--- src/rtl/rr_mux_arb_pkg.sv ---
// Shared definitions for the round-robin / fixed-select output mux.
// Holds the mode encoding and the select-width helper used by every file.
package rr_mux_arb_pkg;

    typedef enum logic {
        MODE_FIXED = 1'b0,
        MODE_RR    = 1'b1
    } mode_e;

    // Index width for n channels, never below one bit.
    function automatic int sel_width(input int n);
        return (n <= 2) ? 1 : $clog2(n);
    endfunction

endpackage

--- src/rtl/rr_mux_arb_if.sv ---
// Handshake bundle between N producers, the mux and one consumer.
// master: producer/consumer side; slave: the mux itself.
interface rr_mux_arb_if
    import rr_mux_arb_pkg::*;
#(
    parameter int NUM_CH = 4,
    parameter int WIDTH  = 32,
    parameter int SEL_W  = sel_width(NUM_CH)
);

    logic                    Mode;
    logic [SEL_W-1:0]        Selector;
    logic [NUM_CH-1:0]       in_valid;
    logic [NUM_CH-1:0]       in_ready;
    logic [NUM_CH*WIDTH-1:0] in_data;
    logic                    out_valid;
    logic                    out_ready;
    logic [WIDTH-1:0]        out_data;
    logic [SEL_W-1:0]        out_ch;

    modport master (
        output Mode, Selector, in_valid, in_data, out_ready,
        input  in_ready, out_valid, out_data, out_ch
    );

    modport slave (
        input  Mode, Selector, in_valid, in_data, out_ready,
        output in_ready, out_valid, out_data, out_ch
    );

endinterface

--- src/rtl/rr_mux_arb_grant.sv ---
// Combinational rotating-priority grant: first request at or after ptr.
// Ports: req (requests), ptr (start index) -> gnt_idx, gnt_any.
module rr_mux_arb_grant #(
    parameter int NUM_CH = 4,
    parameter int SEL_W  = 2
) (
    input  logic [NUM_CH-1:0] req,
    input  logic [SEL_W-1:0]  ptr,
    output logic [SEL_W-1:0]  gnt_idx,
    output logic              gnt_any
);

    logic [2*NUM_CH-1:0] dbl;
    logic [NUM_CH-1:0]   rot;
    logic [SEL_W:0]      off;
    logic [SEL_W:0]      sum;

    always_comb begin
        // Rotating the doubled vector puts req[ptr] at bit 0.
        dbl = {req, req} >> ptr;
        rot = dbl[NUM_CH-1:0];
        off = '0;
        for (int k = NUM_CH - 1; k >= 0; k--) begin
            if (rot[k]) off = (SEL_W+1)'(k);
        end
        // Map the offset back to a channel, wrapping at NUM_CH.
        sum = {1'b0, ptr} + off;
        if (sum >= (SEL_W+1)'(NUM_CH)) begin
            sum = sum - (SEL_W+1)'(NUM_CH);
        end
        gnt_idx = sum[SEL_W-1:0];
        gnt_any = |req;
    end

endmodule

--- src/rtl/rr_mux_arb.sv ---
// Registered N-to-1 mux with fixed-select or round-robin grant.
// Ports: clk, rst_n (async low), bus (slave side of rr_mux_arb_if).
module rr_mux_arb
    import rr_mux_arb_pkg::*;
#(
    parameter int NUM_CH = 4,
    parameter int WIDTH  = 32,
    parameter int SEL_W  = sel_width(NUM_CH)
) (
    input  logic         clk,
    input  logic         rst_n,
    rr_mux_arb_if.slave  bus
);

    localparam logic [SEL_W:0] NCH = (SEL_W+1)'(NUM_CH);
    localparam logic [SEL_W-1:0] LAST = SEL_W'(NUM_CH - 1);

    logic [WIDTH-1:0] ch_data [NUM_CH];
    logic [SEL_W-1:0] rr_idx;
    logic             rr_any;
    logic [SEL_W-1:0] gnt_idx;
    logic             granted;
    logic             load;
    logic [NUM_CH-1:0] in_ready_c;

    logic             out_valid_q, out_valid_d;
    logic [WIDTH-1:0] out_data_q, out_data_d;
    logic [SEL_W-1:0] out_ch_q, out_ch_d;
    logic [SEL_W-1:0] ptr_q, ptr_d;

    for (genvar k = 0; k < NUM_CH; k++) begin : g_unpack
        assign ch_data[k] = bus.in_data[k*WIDTH +: WIDTH];
    end

    rr_mux_arb_grant #(
        .NUM_CH (NUM_CH),
        .SEL_W  (SEL_W)
    ) u_grant (
        .req     (bus.in_valid),
        .ptr     (ptr_q),
        .gnt_idx (rr_idx),
        .gnt_any (rr_any)
    );

    always_comb begin
        load = !out_valid_q || bus.out_ready;
        if (bus.Mode == MODE_RR) begin
            gnt_idx = rr_idx;
            granted = rr_any;
        end else begin
            gnt_idx = bus.Selector;
            // Out-of-range selectors never grant.
            granted = ({1'b0, bus.Selector} < NCH)
                      && bus.in_valid[bus.Selector];
        end
    end

    always_comb begin
        in_ready_c = '0;
        if (rst_n && load && granted) begin
            in_ready_c[gnt_idx] = 1'b1;
        end
    end

    always_comb begin
        out_valid_d = out_valid_q;
        out_data_d  = out_data_q;
        out_ch_d    = out_ch_q;
        ptr_d       = ptr_q;
        if (load && granted) begin
            out_valid_d = 1'b1;
            out_data_d  = ch_data[gnt_idx];
            out_ch_d    = gnt_idx;
            if (bus.Mode == MODE_RR) begin
                ptr_d = (gnt_idx == LAST) ? '0 : gnt_idx + SEL_W'(1);
            end
        end else if (bus.out_ready) begin
            out_valid_d = 1'b0;
        end
    end

    always_ff @(posedge clk or negedge rst_n) begin
        if (!rst_n) begin
            out_valid_q <= 1'b0;
            out_data_q  <= '0;
            out_ch_q    <= '0;
            ptr_q       <= '0;
        end else begin
            out_valid_q <= out_valid_d;
            out_data_q  <= out_data_d;
            out_ch_q    <= out_ch_d;
            ptr_q       <= ptr_d;
        end
    end

    assign bus.in_ready  = in_ready_c;
    assign bus.out_valid = out_valid_q;
    assign bus.out_data  = out_data_q;
    assign bus.out_ch    = out_ch_q;

endmodule
--- src/flat_wrapper.sv ---
// flat-port wrapper written by rule: the top's interface ports become plain ports
module rr_mux_arb_flat import rr_mux_arb_pkg::*;
#(
    parameter int NUM_CH = 4,
    parameter int WIDTH  = 32,
    parameter int SEL_W  = sel_width(NUM_CH)
)
  (clk, rst_n, bus_Mode, bus_Selector, bus_in_valid, bus_in_data, bus_out_ready, bus_in_ready, bus_out_valid, bus_out_data, bus_out_ch);
  rr_mux_arb_if #(.NUM_CH(NUM_CH), .WIDTH(WIDTH), .SEL_W(SEL_W)) bus_i ();
  input  logic clk;
  input  logic rst_n;
  input wire logic [$bits(bus_i.Mode)-1:0] bus_Mode;
  input wire logic [$bits(bus_i.Selector)-1:0] bus_Selector;
  input wire logic [$bits(bus_i.in_valid)-1:0] bus_in_valid;
  input wire logic [$bits(bus_i.in_data)-1:0] bus_in_data;
  input wire logic [$bits(bus_i.out_ready)-1:0] bus_out_ready;
  output wire logic [$bits(bus_i.in_ready)-1:0] bus_in_ready;
  output wire logic [$bits(bus_i.out_valid)-1:0] bus_out_valid;
  output wire logic [$bits(bus_i.out_data)-1:0] bus_out_data;
  output wire logic [$bits(bus_i.out_ch)-1:0] bus_out_ch;
  assign bus_i.Mode = bus_Mode;
  assign bus_i.Selector = bus_Selector;
  assign bus_i.in_valid = bus_in_valid;
  assign bus_i.in_data = bus_in_data;
  assign bus_i.out_ready = bus_out_ready;
  assign bus_in_ready = bus_i.in_ready;
  assign bus_out_valid = bus_i.out_valid;
  assign bus_out_data = bus_i.out_data;
  assign bus_out_ch = bus_i.out_ch;
  rr_mux_arb #(.NUM_CH(NUM_CH), .WIDTH(WIDTH), .SEL_W(SEL_W)) u_core (.clk(clk), .rst_n(rst_n), .bus(bus_i));
endmodule
--- config.mk ---
export PLATFORM = sky130hd
export DESIGN_NAME = rr_mux_arb_flat
export DESIGN_NICKNAME = d
export VERILOG_FILES = /design/src/rtl/rr_mux_arb_pkg.sv /design/src/rtl/rr_mux_arb_if.sv /design/src/rtl/rr_mux_arb_grant.sv /design/src/rtl/rr_mux_arb.sv /design/src/flat_wrapper.sv
export SDC_FILE = /design/constraint.sdc
export NUM_CORES = 1
export LEC_CHECK = 0
export BUFFER_PORTS_ARGS = -buffer_cell sky130_fd_sc_hd__buf_2
export CORE_MARGIN = 2
export CORE_UTILIZATION = 45
export CTS_BUF_LIST = sky130_fd_sc_hd__clkbuf_2 sky130_fd_sc_hd__clkbuf_4 sky130_fd_sc_hd__clkbuf_8
export DETAILED_ROUTE_END_ITERATION = 6
export PLACE_DENSITY = 0.81
export SKIP_LAST_GASP = 1
export SYNTH_ARGS = -nofsm -noshare
export SYNTH_HDL_FRONTEND = slang
export SYNTH_HIERARCHICAL = 1
export SYNTH_SLANG_ARGS = --single-unit
--- constraint.sdc ---
create_clock -name clk -period 6.8 [get_ports clk]
set_input_delay 1.02 -clock clk [delete_from_list [all_inputs] [get_ports clk]]
set_output_delay 1.02 -clock clk [all_outputs]
set_load 0.05 [all_outputs]
# After elaboration in Yosys (flattened, before gate mapping)
# Index checks and enable logic that the tools add are counted.
# op_classes
n_bitwise	1
n_eq_ne	1
n_reduce_logical	9
n_addsub	3
n_mux	18
n_lt_le_gt_ge	5
n_shift	1
# ops
cell	count
32-bit binary-select mux with 2-bit select	1
32-bit two-way mux	2
3-bit two-way mux	3
2-bit two-way mux	4
8-bit by 2-bit right shift with 4-bit output	1
3-bit greater-or-equal comparator (second input constant)	2
2-bit by 3-bit < comparator with 1-bit output (second input constant)	2
1-bit two-way mux	5
1-bit logical AND	4
4-bit two-way mux	1
4-bit OR reduction	1
2-bit by 3-bit adder with 3-bit output	1
2-bit NOT with 3-bit output	1
2-bit by 1-bit adder with 2-bit output (second input constant)	1
1-bit binary-select mux with 2-bit select	1
1-bit demux with 2-bit select	1
2-bit equality test (second input constant)	1
2-bit by 1-bit greater-or-equal comparator with 1-bit output (second input constant)	1
2-bit AND reduction	1
2-bit nonzero test	1
2-bit by 1-bit subtractor with 2-bit output (second input constant)	1
1-bit zero test	1
1-bit logical OR	1
# totals
inputBits	138
output_inout_bits	39
wordCells	42
register_bits	37

# Logic depth before layout (Yosys ltp)
# Gate-level depths: netlist of run 1.
# logic_depth
word_depth	14
mapped_depth	13
depth_no_buf	11

# Hierarchy
# Netlist of run 1, hierarchy kept.
# modules_own_cells
module	area_per_inst_um2	seq_area_each_um2	cells_per_inst	instances
rr_mux_arb	2655.0	925.9	203	1
rr_mux_arb_grant	178.9	0.0	27	1

# Worst setup path before layout of run 1
# No wires, ideal clock.
# synth_path
kind	input to output
startpoint	in bus_in_valid[0]
endpoint	out bus_in_ready[0]
arrival_ns	3.117
setup_slack_ns	2.663
path_stages	11
t_required_ns	5.780
path_buffers	1
path_cell_list	nor2_1 > nor3_1 > a21oi_1 > o211ai_1 > ha_1 > xor2_1 > xnor2_1 > mux2i_2 > buf_4 > ha_1 > and3_1
# synth_between
elab_chain_cells	14
elab_cells_between_ends	21
cone_classes	2 x add/sub; 3 x order compare; 1 x shift; 12 x mux; 3 x reduce/logical
# synth_rtl
element	line_no	rtl
from (decl)	flat_wrapper.sv:14	input wire logic [$bits(bus_i.in_valid)-1:0] bus_in_valid;
8-bit by 2-bit right shift with 4-bit output (*)	rr_mux_arb_grant.sv:20	dbl = {req, req} >> ptr;
2-bit two-way mux	rr_mux_arb_grant.sv:24	if (rot[k]) off = (SEL_W+1)'(k);
3-bit two-way mux (2 in a row)	rr_mux_arb_grant.sv:24	
3-bit two-way mux (*)	rr_mux_arb_grant.sv:24	
2-bit by 3-bit adder with 3-bit output (*)	rr_mux_arb_grant.sv:27	sum = {1'b0, ptr} + off;
3-bit greater-or-equal comparator / 2-bit by 1-bit subtractor with 2-bit output (equally long branches)	rr_mux_arb_grant.sv:28, rr_mux_arb_grant.sv:29	
2-bit two-way mux (*)	rr_mux_arb_grant.sv:28	if (sum >= (SEL_W+1)'(NUM_CH)) begin
via u_core.rr_idx[1]	rr_mux_arb.sv:19	logic [SEL_W-1:0] rr_idx;
2-bit two-way mux (*)	rr_mux_arb.sv:47	if (bus.Mode == MODE_RR) begin
2-bit by 3-bit < comparator with 1-bit output (not written as such) / 2-bit by 1-bit greater-or-equal comparator with 1-bit output (equally long branches)	rr_mux_arb.sv:61	in_ready_c[gnt_idx] = 1'b1;
1-bit logical AND (not written as such)	rr_mux_arb.sv:61	
1-bit two-way mux (not written as such)	rr_mux_arb.sv:61	
1-bit demux with 2-bit select (*)	--	
4-bit two-way mux (*)	rr_mux_arb.sv:60	if (rst_n && load && granted) begin
to (decl)	flat_wrapper.sv:17	output wire logic [$bits(bus_i.in_ready)-1:0] bus_in_ready;
# The timed path passes the listed nets; every way through them passes the cells marked *. The select of a mux whose other input is x is not followed.

# Worst setup path after layout of run 1
# layout_path
startpoint	in bus_in_valid[0]
endpoint	out bus_in_ready[3]
# The elaborated chain is that of the path after synthesis.

==> impl_results.rst, run 1 <==
.. list-table::
   :header-rows: 1

   * - Metric
     - Value
   * - Worst r2r path cells
     - 11
   * - Post-synth top area share
     - 34.61%
   * - Post-CTS Setup Bufs
     - 0
   * - Maximum resistive drop on vdd
     - 327.6 uV
   * - Total track usage
     - 18.50%
   * - Initial cell density of the core
     - 47.31%
   * - Routed len/inst
     - 13.79 um
   * - Iteration-0 DRC Markers
     - 56
   * - Part of the Yosys area used for sequential elements
     - 32.67%
   * - Internal reg-to-reg setup slack
     - 3.25 ns
   * - Worst max-slew margin expressed relative to the limit
     - 43.68%
   * - DRC
     - 0
   * - Pins over their slew limit
     - 0
   * - Buffers from clock root to sink, at most
     - 2
   * - Dpl ws
     - 2.024 ns
   * - Overall power
     - 1.841 mW
   * - Transition time of the tightest slew-check pin
     - 0.8448 ns
   * - Worst path max stage delay
     - 0.62 ns
   * - Max cap viols
     - 0
   * - Die area
     - 6949 sq um
   * - Final WL
     - 6580 um
   * - Layout Skew
     - 0.008178 ns
   * - Destination of the critical timing path
     - bus_in_ready[3]
   * - CP max FO
     - 34
   * - Via-per-instance ratio
     - 5.130
   * - IO Port Bufs
     - 176
   * - Top-level port count
     - 177
   * - DIE HEIGHT
     - 83.36 um
   * - Period minus WS final
     - 4.758 ns
   * - Final Hold Fails
     - 0
   * - Die W
     - 83.36 um
   * - Clock-pin transition on the worst setup and hold timing paths
     - 0.08 ns
   * - Final standard cell utilization of the core
     - 64.16%
   * - Total gr overflow
     - 0
   * - Share of the clock period used by the worst path after layout
     - 69.98%
   * - Setup TNS Final
     - 0 ns
   * - Initial antenna violation count
     - 0
   * - Router iterations before antenna repair
     - 4
   * - Type of origin of the critical path
     - input pin
   * - Library cell occupying the most area in the post-synthesis netlist
     - mux2i_1
   * - Critical path cell sequence
     - buf_2, nor2_1, nor3_1, a21oi_1, o211ai_1, ha_1, mux2i_1, clkinv_2, ha_1, and3_1, buf_2
   * - H-tree depth
     - 2
   * - Largest net degree at the start of global routing
     - 42
   * - Count of unique library cells instantiated by Yosys
     - 35
   * - Number of global-route vias before repair
     - 2449
   * - Max stage delay cell, worst path
     - clkinv_2
   * - Count of antenna-violating nets left after detailed routing
     - 0
   * - Worst EP arrival
     - 3.74 ns
   * - Launching point of the worst reg2reg path
     - u_core/ptr_q[0]$_DFFE_PN0P_
   * - Master cell of the clock root buffer
     - clkbuf_8
   * - Number of warnings issued by yosys
     - 6
   * - Leakage power summed over all cells
     - 2.128 nW
   * - Critical Path Sink Type
     - output pin
   * - Synth area leaders
     - mux2i_1 (35%), dfrtp_1 (33%), mux2_4 (8.5%)
   * - Highest clock rate
     - 0.2102 GHz
   * - Number of clock sinks seen by CTS
     - 37
   * - Clock latency reported for the late side of the worst-skew pair
     - 0.29 ns
   * - Avg Cell Area, Syn
     - 12.32 sq um
   * - Number of nets in the layout
     - 544
   * - Standard cell core area
     - 5991 sq um
   * - Wire length of the first global-routing pass
     - 10650 um
   * - Smallest setup slack after layout
     - 2.042 ns
   * - Layout area overhead
     - 35.63%
   * - Hold-fix buffer count after cts
     - 0
   * - Endpoint of the worst-slack reg-to-reg timing path
     - u_core/bus.out_data[5]$_DFFE_PN0P_
   * - Leading cell types in the layout, fill and taps excluded
     - buf_2 (176), mux2i_1 (98), dfrtp_1 (37)
   * - Hold WC Path Type
     - flip-flop to flip-flop
   * - Data required time at the worst endpoint
     - 5.78 ns
   * - Unrepaired setup endpoints after global routing
     - no
   * - Total power divided by cell area
     - 479.0 nW/um^2
   * - Cts bufs inserted
     - 5
   * - Status
     - completed
   * - Rows
     - 28
   * - Post-synthesis instance area
     - 2834 sq um
   * - Fraction of final layout cells with drive strength greater than 1
     - 56.22%
   * - Via Count
     - 2447
   * - Clock tree from TritonCTS
     - built
   * - Routability-driven placement congestion ratio
     - 0.8493
   * - Count of fill cells added during filler insertion
     - 490
   * - Half-perimeter wire length of the detailed placement result
     - 5259 um
   * - Most common cell after layout, fill and taps aside
     - buf_2
   * - Setup crit start
     - bus_in_valid[0]
   * - Post-synthesis cell count
     - 230
   * - Setup violation total in the final timing report
     - 0
   * - Yosys reg bits
     - 37
   * - Number of gates given a new drive strength after cts
     - 0
   * - Net count of the mapped netlist
     - 373
   * - Worst Path Class, Setup
     - input pin to output pin
   * - Antenna cell count
     - 0
-- sequential cells by signal (all words and copies together) (netlist names) --
register              count
u_core/bus.out_valid      1
u_core/bus.out_ch         2
u_core/ptr_q              2
u_core/bus.out_data      32
-- routing by layer --
metal	GRT usage, %	vias up	routed length [um]
li1	-	1191	-
met1	19.95	1122	2531
met2	35.34	128	3369
met3	5.666	6	623
met4	3.726	0	55
met5	0	-	0
-- synth_stat cells (all sizes together) --
| library cell | number |
|---|---|
| nand2 | 3 |
| and3 | 4 |
| xor2 | 1 |
| mux2 | 35 |
| or3 | 1 |
| xnor2 | 1 |
| o211ai | 1 |
| nand3b | 2 |
| a31oi | 1 |
| nor2 | 4 |
| inv | 3 |
| ha | 5 |
| a21oi | 3 |
| and2b | 1 |
| nor3b | 2 |
| nand2b | 3 |
| a211oi | 1 |
| o21ai | 2 |
| o41ai | 1 |
| buf | 15 |
| dfrtp | 37 |
| nor3 | 2 |
| a2111oi | 1 |
| mux4 | 1 |
| nor4 | 1 |
| mux2i | 99 |
-- where the power goes --
| part | switching (mW) | internal, mW | total [mW] |
|---|---|---|---|
| sequential | 0.0675 | 0.332 | 0.399 |
| clock | 0.0753 | 0.146 | 0.221 |
| combinational | 0.747 | 0.474 | 1.22 |
-- per-stage QoR --
stage | cell area [sq um] | hold slack [ns] | instances
floorplan | 2834 | 0.5014 | 230
global placement | 3710 | 0.4649 | 469
detailed placement | 3710 | 0.4794 | 469
CTS | 3844 | 0.4970 | 477
global route | 3844 | 0.5030 | 477
finish | 3844 | 0.4930 | 477
-- worst max-delay path, delay by kind of cell --
| family | cells | cell delay, ns |
|---|---|---|
| compound gates | 2 | 0.26 |
| fa+ha+maj | 2 | 0.78 |
| buf+inv | 3 | 0.96 |
| mux | 1 | 0.32 |
| simple gates | 3 | 0.37 |
-- cells by family after synthesis --
kind of cell / synth area share [%]
AO/OA/AOI/OAI: 2.605
buffers and inverters: 5.298
flip-flops: 32.67
adder cells (fa/ha/maj): 2.208
multiplexers: 51.92
XOR/XNOR: 0.6182
AND/OR/NAND/NOR: 4.680
-- cell type report --
cell class / count / area [sq um] / share of cell area [%]
inverters: 3 / 12.51 / 0.3255
repair buffers: 179 / 903.4 / 23.50
clock buffers: 5 / 68.82 / 1.790
clock inverters: 3 / 65.06 / 1.693
flip-flops and latches: 37 / 925.9 / 24.09
well taps: 75 / 93.84 / 2.441
multi-input cells: 175 / 1774 / 46.16
-- worst min path at each step --
stage                                           from                          endpoint  slack, ns  depth (start not counted)
detailed placement  u_core/bus.out_ch[0]$_DFFE_PN0P_  u_core/bus.out_ch[0]$_DFFE_PN0P_       0.48                          1
global placement    u_core/bus.out_ch[0]$_DFFE_PN0P_  u_core/bus.out_ch[0]$_DFFE_PN0P_       0.46                          1
finish              u_core/bus.out_ch[0]$_DFFE_PN0P_  u_core/bus.out_ch[0]$_DFFE_PN0P_       0.49                          1
global route        u_core/bus.out_ch[0]$_DFFE_PN0P_  u_core/bus.out_ch[0]$_DFFE_PN0P_       0.50                          1
floorplan                u_core/ptr_q[0]$_DFFE_PN0P_       u_core/ptr_q[0]$_DFFE_PN0P_       0.50                          2
CTS                 u_core/bus.out_ch[0]$_DFFE_PN0P_  u_core/bus.out_ch[0]$_DFFE_PN0P_       0.50                          1
No activity file was read; power rests on OpenSTA's default activity.
==> run 2, diff against run 1 <==
--- a/config.mk
+++ b/config.mk
@@ -5,12 +5,13 @@
 export SDC_FILE = /design/constraint.sdc
 export NUM_CORES = 1
 export LEC_CHECK = 0
+export ABC_AREA = 1
 export BUFFER_PORTS_ARGS = -buffer_cell sky130_fd_sc_hd__buf_2
 export CORE_MARGIN = 2
 export CORE_UTILIZATION = 45
 export CTS_BUF_LIST = sky130_fd_sc_hd__clkbuf_2 sky130_fd_sc_hd__clkbuf_4 sky130_fd_sc_hd__clkbuf_8
 export DETAILED_ROUTE_END_ITERATION = 6
-export PLACE_DENSITY = 0.81
+export PLACE_DENSITY = 0.74
 export SKIP_LAST_GASP = 1
 export SYNTH_ARGS = -nofsm -noshare
 export SYNTH_HDL_FRONTEND = slang
==> constraint.sdc (replaced) <==
create_clock -name clk -period 4.67 [get_ports clk]
set_input_delay 0.7005 -clock clk [delete_from_list [all_inputs] [get_ports clk]]
set_output_delay 0.7005 -clock clk [all_outputs]
set_load 0.05 [all_outputs]
==> run 2 against run 1 <==
Net effect:
- worst setup slack worse by 1.3 ns
- critical path depth increased by 5
- area after synthesis rose by 35%
- die area is 33% higher
- design area increased by 19%
- worst hold slack worse by 0.052 ns
- sequential power grew 40%
- flip-flop and latch count did not move
- first-iteration DRC count rose to 5.8 times the previous value
- critical endpoint unchanged
- largest cell class unchanged
- largest power group unchanged
- highest routed layer unchanged
==> impl_results.rst, run 2 <==
.. list-table::
   :header-rows: 1

   * - Metric
     - Value
   * - Status
     - completed
   * - Post-synth top area share
     - 26.71% (-7.9 points)
   * - Dpl ws
     - 0.8722 ns (-1.151 ns)
   * - Fraction of final layout cells with drive strength greater than 1
     - 26.82% (-29 points)
   * - Net Switching
     - 1.646 mW (+85%)
   * - Router iterations before antenna repair
     - 5 (+1)
   * - Worst r2r path cells
     - 14 (+3)
   * - Initial cell density of the core
     - 46.52% (-0.79 points)
   * - Number of nets in the layout
     - 910 (+67%)
   * - Period minus WS final
     - 3.948 ns
   * - Setup violation total in the final timing report
     - 0 (unchanged)
   * - H-tree depth
     - 2 (unchanged)
   * - Endpoint of the worst-slack reg-to-reg timing path
     - u_core/bus.out_data[30]$_DFFE_PN0P_
   * - Total gr overflow
     - 0 (unchanged)
   * - Buffers from clock root to sink, at most
     - 2 (unchanged)
   * - Type of origin of the critical path
     - flip-flop
   * - Dpl cell area
     - 4419 sq um (+19%)
   * - Kind of cell adding the most delay to the critical path
     - simple AND/OR/NAND/NOR gates
   * - Routed len/inst
     - 12.77 um (-7.4%)
   * - Post-CTS Setup Bufs
     - 0 (unchanged)
   * - Fraction of registers with async set/reset
     - 100.0% (unchanged)
   * - CP max FO
     - 35 (+2.9%)
   * - IO Port Bufs
     - 176 (unchanged)
   * - Rows
     - 33 (+18%)
   * - Die W
     - 96.17 um (+15%)
   * - DIE HEIGHT
     - 96.17 um (+15%)
   * - Number of flip-flops under the largest register name
     - 32 (unchanged)
   * - Number of enable-type register cells in the synthesized netlist
     - 0 (unchanged)
   * - Number of global-route vias before repair
     - 3958 (+62%)
   * - Net switching fraction of the power
     - 57.03% (+8.7 points)
   * - Transition time of the tightest slew-check pin
     - 1.255 ns (+0.4107 ns)
   * - Most common cell after layout, fill and taps aside
     - nand3_1
   * - Worst EP arrival
     - 3.25 ns (-0.49 ns)
   * - Final Cell Area
     - 4557 sq um (+19%)
   * - Largest net degree at the start of global routing
     - 66 (+57%)
   * - Top cell types by occurrence after synthesis
     - nand3_1 (204), nand2_1 (160), inv_1 (142)
   * - Launching point of the worst reg2reg path
     - u_core/ptr_q[0]$_DFFE_PN0P_
   * - Most numerous cell on the critical path
     - nand2_1
   * - Worst max-slew margin expressed relative to the limit
     - 16.10% (-28 points)
   * - Via Count
     - 4404 (+80%)
   * - Max cap viols
     - 0 (unchanged)
   * - Hold WC Path Type
     - input pin to async pin
   * - Standard cell core area
     - 8217 sq um (+37%)
   * - Clock tree from TritonCTS
     - built
   * - Combinational share of power
     - 68.9% (+2.6 points)
   * - Net count of the mapped netlist
     - 763 (+100%)
   * - Total power divided by cell area
     - 633.5 nW/um^2 (+32%)
   * - Clock-pin transition on the worst setup and hold timing paths
     - 0.08 ns (about the same)
   * - Via-per-instance ratio
     - 5.045 (-1.7%)
   * - Post-synthesis cell count
     - 620 (+170%)
   * - Hold-fix buffer count after cts
     - 0 (unchanged)
   * - Layout Skew
     - 0.004281 ns (-0.003897 ns)
   * - Internal reg-to-reg setup slack
     - 1.58 ns (-1.67 ns)
   * - Top-level port count
     - 177 (unchanged)
   * - Area used by multi-input combinational logic
     - 1893 sq um (+6.7%)
   * - Data required time at the worst endpoint
     - 3.97 ns (-1.81 ns)
   * - Overall power
     - 2.887 mW (+57%)
   * - Flop pwr share
     - 19.3% (-2.4 points)
   * - Setup TNS Final
     - 0 ns (unchanged)
   * - Number of gates given a new drive strength after cts
     - 0 (unchanged)
   * - Antenna cell count
     - 0 (unchanged)
   * - Clock latency reported for the late side of the worst-skew pair
     - 0.29 ns (about the same)
   * - Wire length of the first global-routing pass
     - 17620 um (+65%)
   * - Internal power
     - 1.240 mW (+30%)
   * - Yosys reg bits
     - 37 (unchanged)
   * - Max stage delay cell, worst path
     - dfrtp_1
   * - Maximum resistive drop on vdd
     - 397.1 uV (+21%)
   * - Die area
     - 9248 sq um (+33%)
   * - Synth area leaders
     - nand3_1 (27%), dfrtp_1 (24%), nand2_1 (16%)
   * - Critical path cell sequence
     - inv_2, nand2_1, nand3_1, nand2_1, nand3_1, a21boi_1, ha_1, xor2_1, nand2_1, nand2_1, nand2_4, o21ai_4, ha_1, inv_1, nor2_1, buf_2
   * - Layout area overhead
     - 19.21%
   * - Initial antenna violation count
     - 0 (unchanged)
   * - Part of the Yosys area used for sequential elements
     - 24.22% (-8.4 points)
   * - Fraction of power consumed by the clock network
     - 11.8% (-0.2 points)
   * - Library cell occupying the most area in the post-synthesis netlist
     - nand3_1
   * - Worst path max stage delay
     - 0.49 ns (-0.13 ns)
   * - Cts bufs inserted
     - 5 (unchanged)
   * - Most instantiated flip-flop cell in the synthesis netlist
     - dfrtp_1
   * - Pins over their slew limit
     - 0 (unchanged)
   * - Worst Path Class, Setup
     - flip-flop to output pin
   * - Most frequently used cell type in the post-synthesis netlist
     - nand3_1
   * - DRC
     - 0 (unchanged)
   * - Leading cell types in the layout, fill and taps excluded
     - nand3_1 (204), buf_2 (176), nand2_1 (160)
   * - Buffering stage count on the worst path with inverters included
     - 3 (unchanged)
   * - Count of fill cells added during filler insertion
     - 875 (+79%)
   * - Unrepaired setup endpoints after global routing
     - no
   * - Worst Hold Slack
     - 0.4411 ns (-0.05183 ns)
   * - Iteration-0 DRC Markers
     - 324 (+480%)
   * - Avg Cell Area, Syn
     - 6.165 sq um (-50%)
   * - Final WL
     - 11150 um (+69%)
   * - Final Hold Fails
     - 0 (unchanged)
   * - Register Area
     - 925.9 sq um (unchanged)
   * - Highest clock rate
     - 0.2533 GHz
   * - Post-synthesis instance area
     - 3822 sq um (+35%)
   * - Share of the clock period used by the worst path after layout
     - 84.54%
   * - Count of unique library cells instantiated by Yosys
     - 27 (-23%)
   * - Smallest setup slack after layout
     - 0.7222 ns (-1.319 ns)
   * - Number of clock sinks seen by CTS
     - 37 (unchanged)
   * - Count of antenna-violating nets left after detailed routing
     - 0 (unchanged)
   * - Master cell of the clock root buffer
     - clkbuf_8
   * - Number of warnings issued by yosys
     - 6 (unchanged)
   * - Half-perimeter wire length of the detailed placement result
     - 7835 um (+49%)
   * - Leakage power summed over all cells
     - 3.090 nW (+45%)
   * - Critical Path Sink Type
     - output pin
   * - Total track usage
     - 23.70% (+5.2 points)
   * - Routability-driven placement congestion ratio
     - 0.9001 (+6.0%)
[run 2: power by group through the flow]
stage	Combinational [mW]	Clock [mW]	Sequential (mW)
2_1_floorplan	1.22	0	1.03
3_3_place_gp	1.91	0	0.557
3_5_place_dp	1.96	0	0.564
4_1_cts	1.97	0.350	0.560
5_1_grt	2.18	0.362	0.575
6_report	1.99	0.340	0.558
[run 2: cell type report]
cell class | instances | area share (%)
clock buffer | 5 | 1.510
clock inverter | 3 | 1.510
inverter | 148 | 12.25
multi-input combinational | 395 | 41.54
sequential | 37 | 20.32
tap | 105 | 2.883
timing repair buffer | 180 | 19.99
[run 2: stage by stage]
| stage | utilization [%] | instances |
|---|---|---|
| 6_report | 55.46 | 873 |
| 5_1_grt | 55.46 | 873 |
| 4_1_cts | 55.46 | 873 |
| 3_5_place_dp | 53.78 | 865 |
| 3_3_place_gp | 53.78 | 865 |
| 2_1_floorplan | - | 620 |
[run 2: cells by family after synthesis]
| group | Yosys count | synth area share, % |
|---|---|---|
| fa+ha+maj | 5 | 1.637 |
| xor+xnor | 1 | 0.2292 |
| buf+inv | 188 | 26.25 |
| compound gates | 5 | 1.146 |
| flops | 37 | 24.22 |
| simple gates | 384 | 46.51 |
[run 2: worst max path at each step]
stage / cells past startpoint / slack, ns / endpoint / from
CTS: 16 / 0.82 / bus_in_ready[3] / u_core/ptr_q[0]$_DFFE_PN0P_
global route: 16 / 0.52 / bus_in_ready[3] / u_core/ptr_q[0]$_DFFE_PN0P_
global placement: 16 / 1.09 / bus_in_ready[3] / bus_in_valid[1]
floorplan: 17 / 1.07 / bus_in_ready[0] / bus_in_valid[1]
detailed placement: 16 / 0.87 / bus_in_ready[3] / bus_in_valid[0]
finish: 16 / 0.72 / bus_in_ready[3] / u_core/ptr_q[0]$_DFFE_PN0P_
[run 2: per-layer routing]
metal	global-route usage [%]	wire length, um	vias up
met5	0	0	-
met3	3.837	930	24
met4	8.810	232	0
met1	27.90	4423	1953
met2	42.88	5565	231
li1	-	-	2196
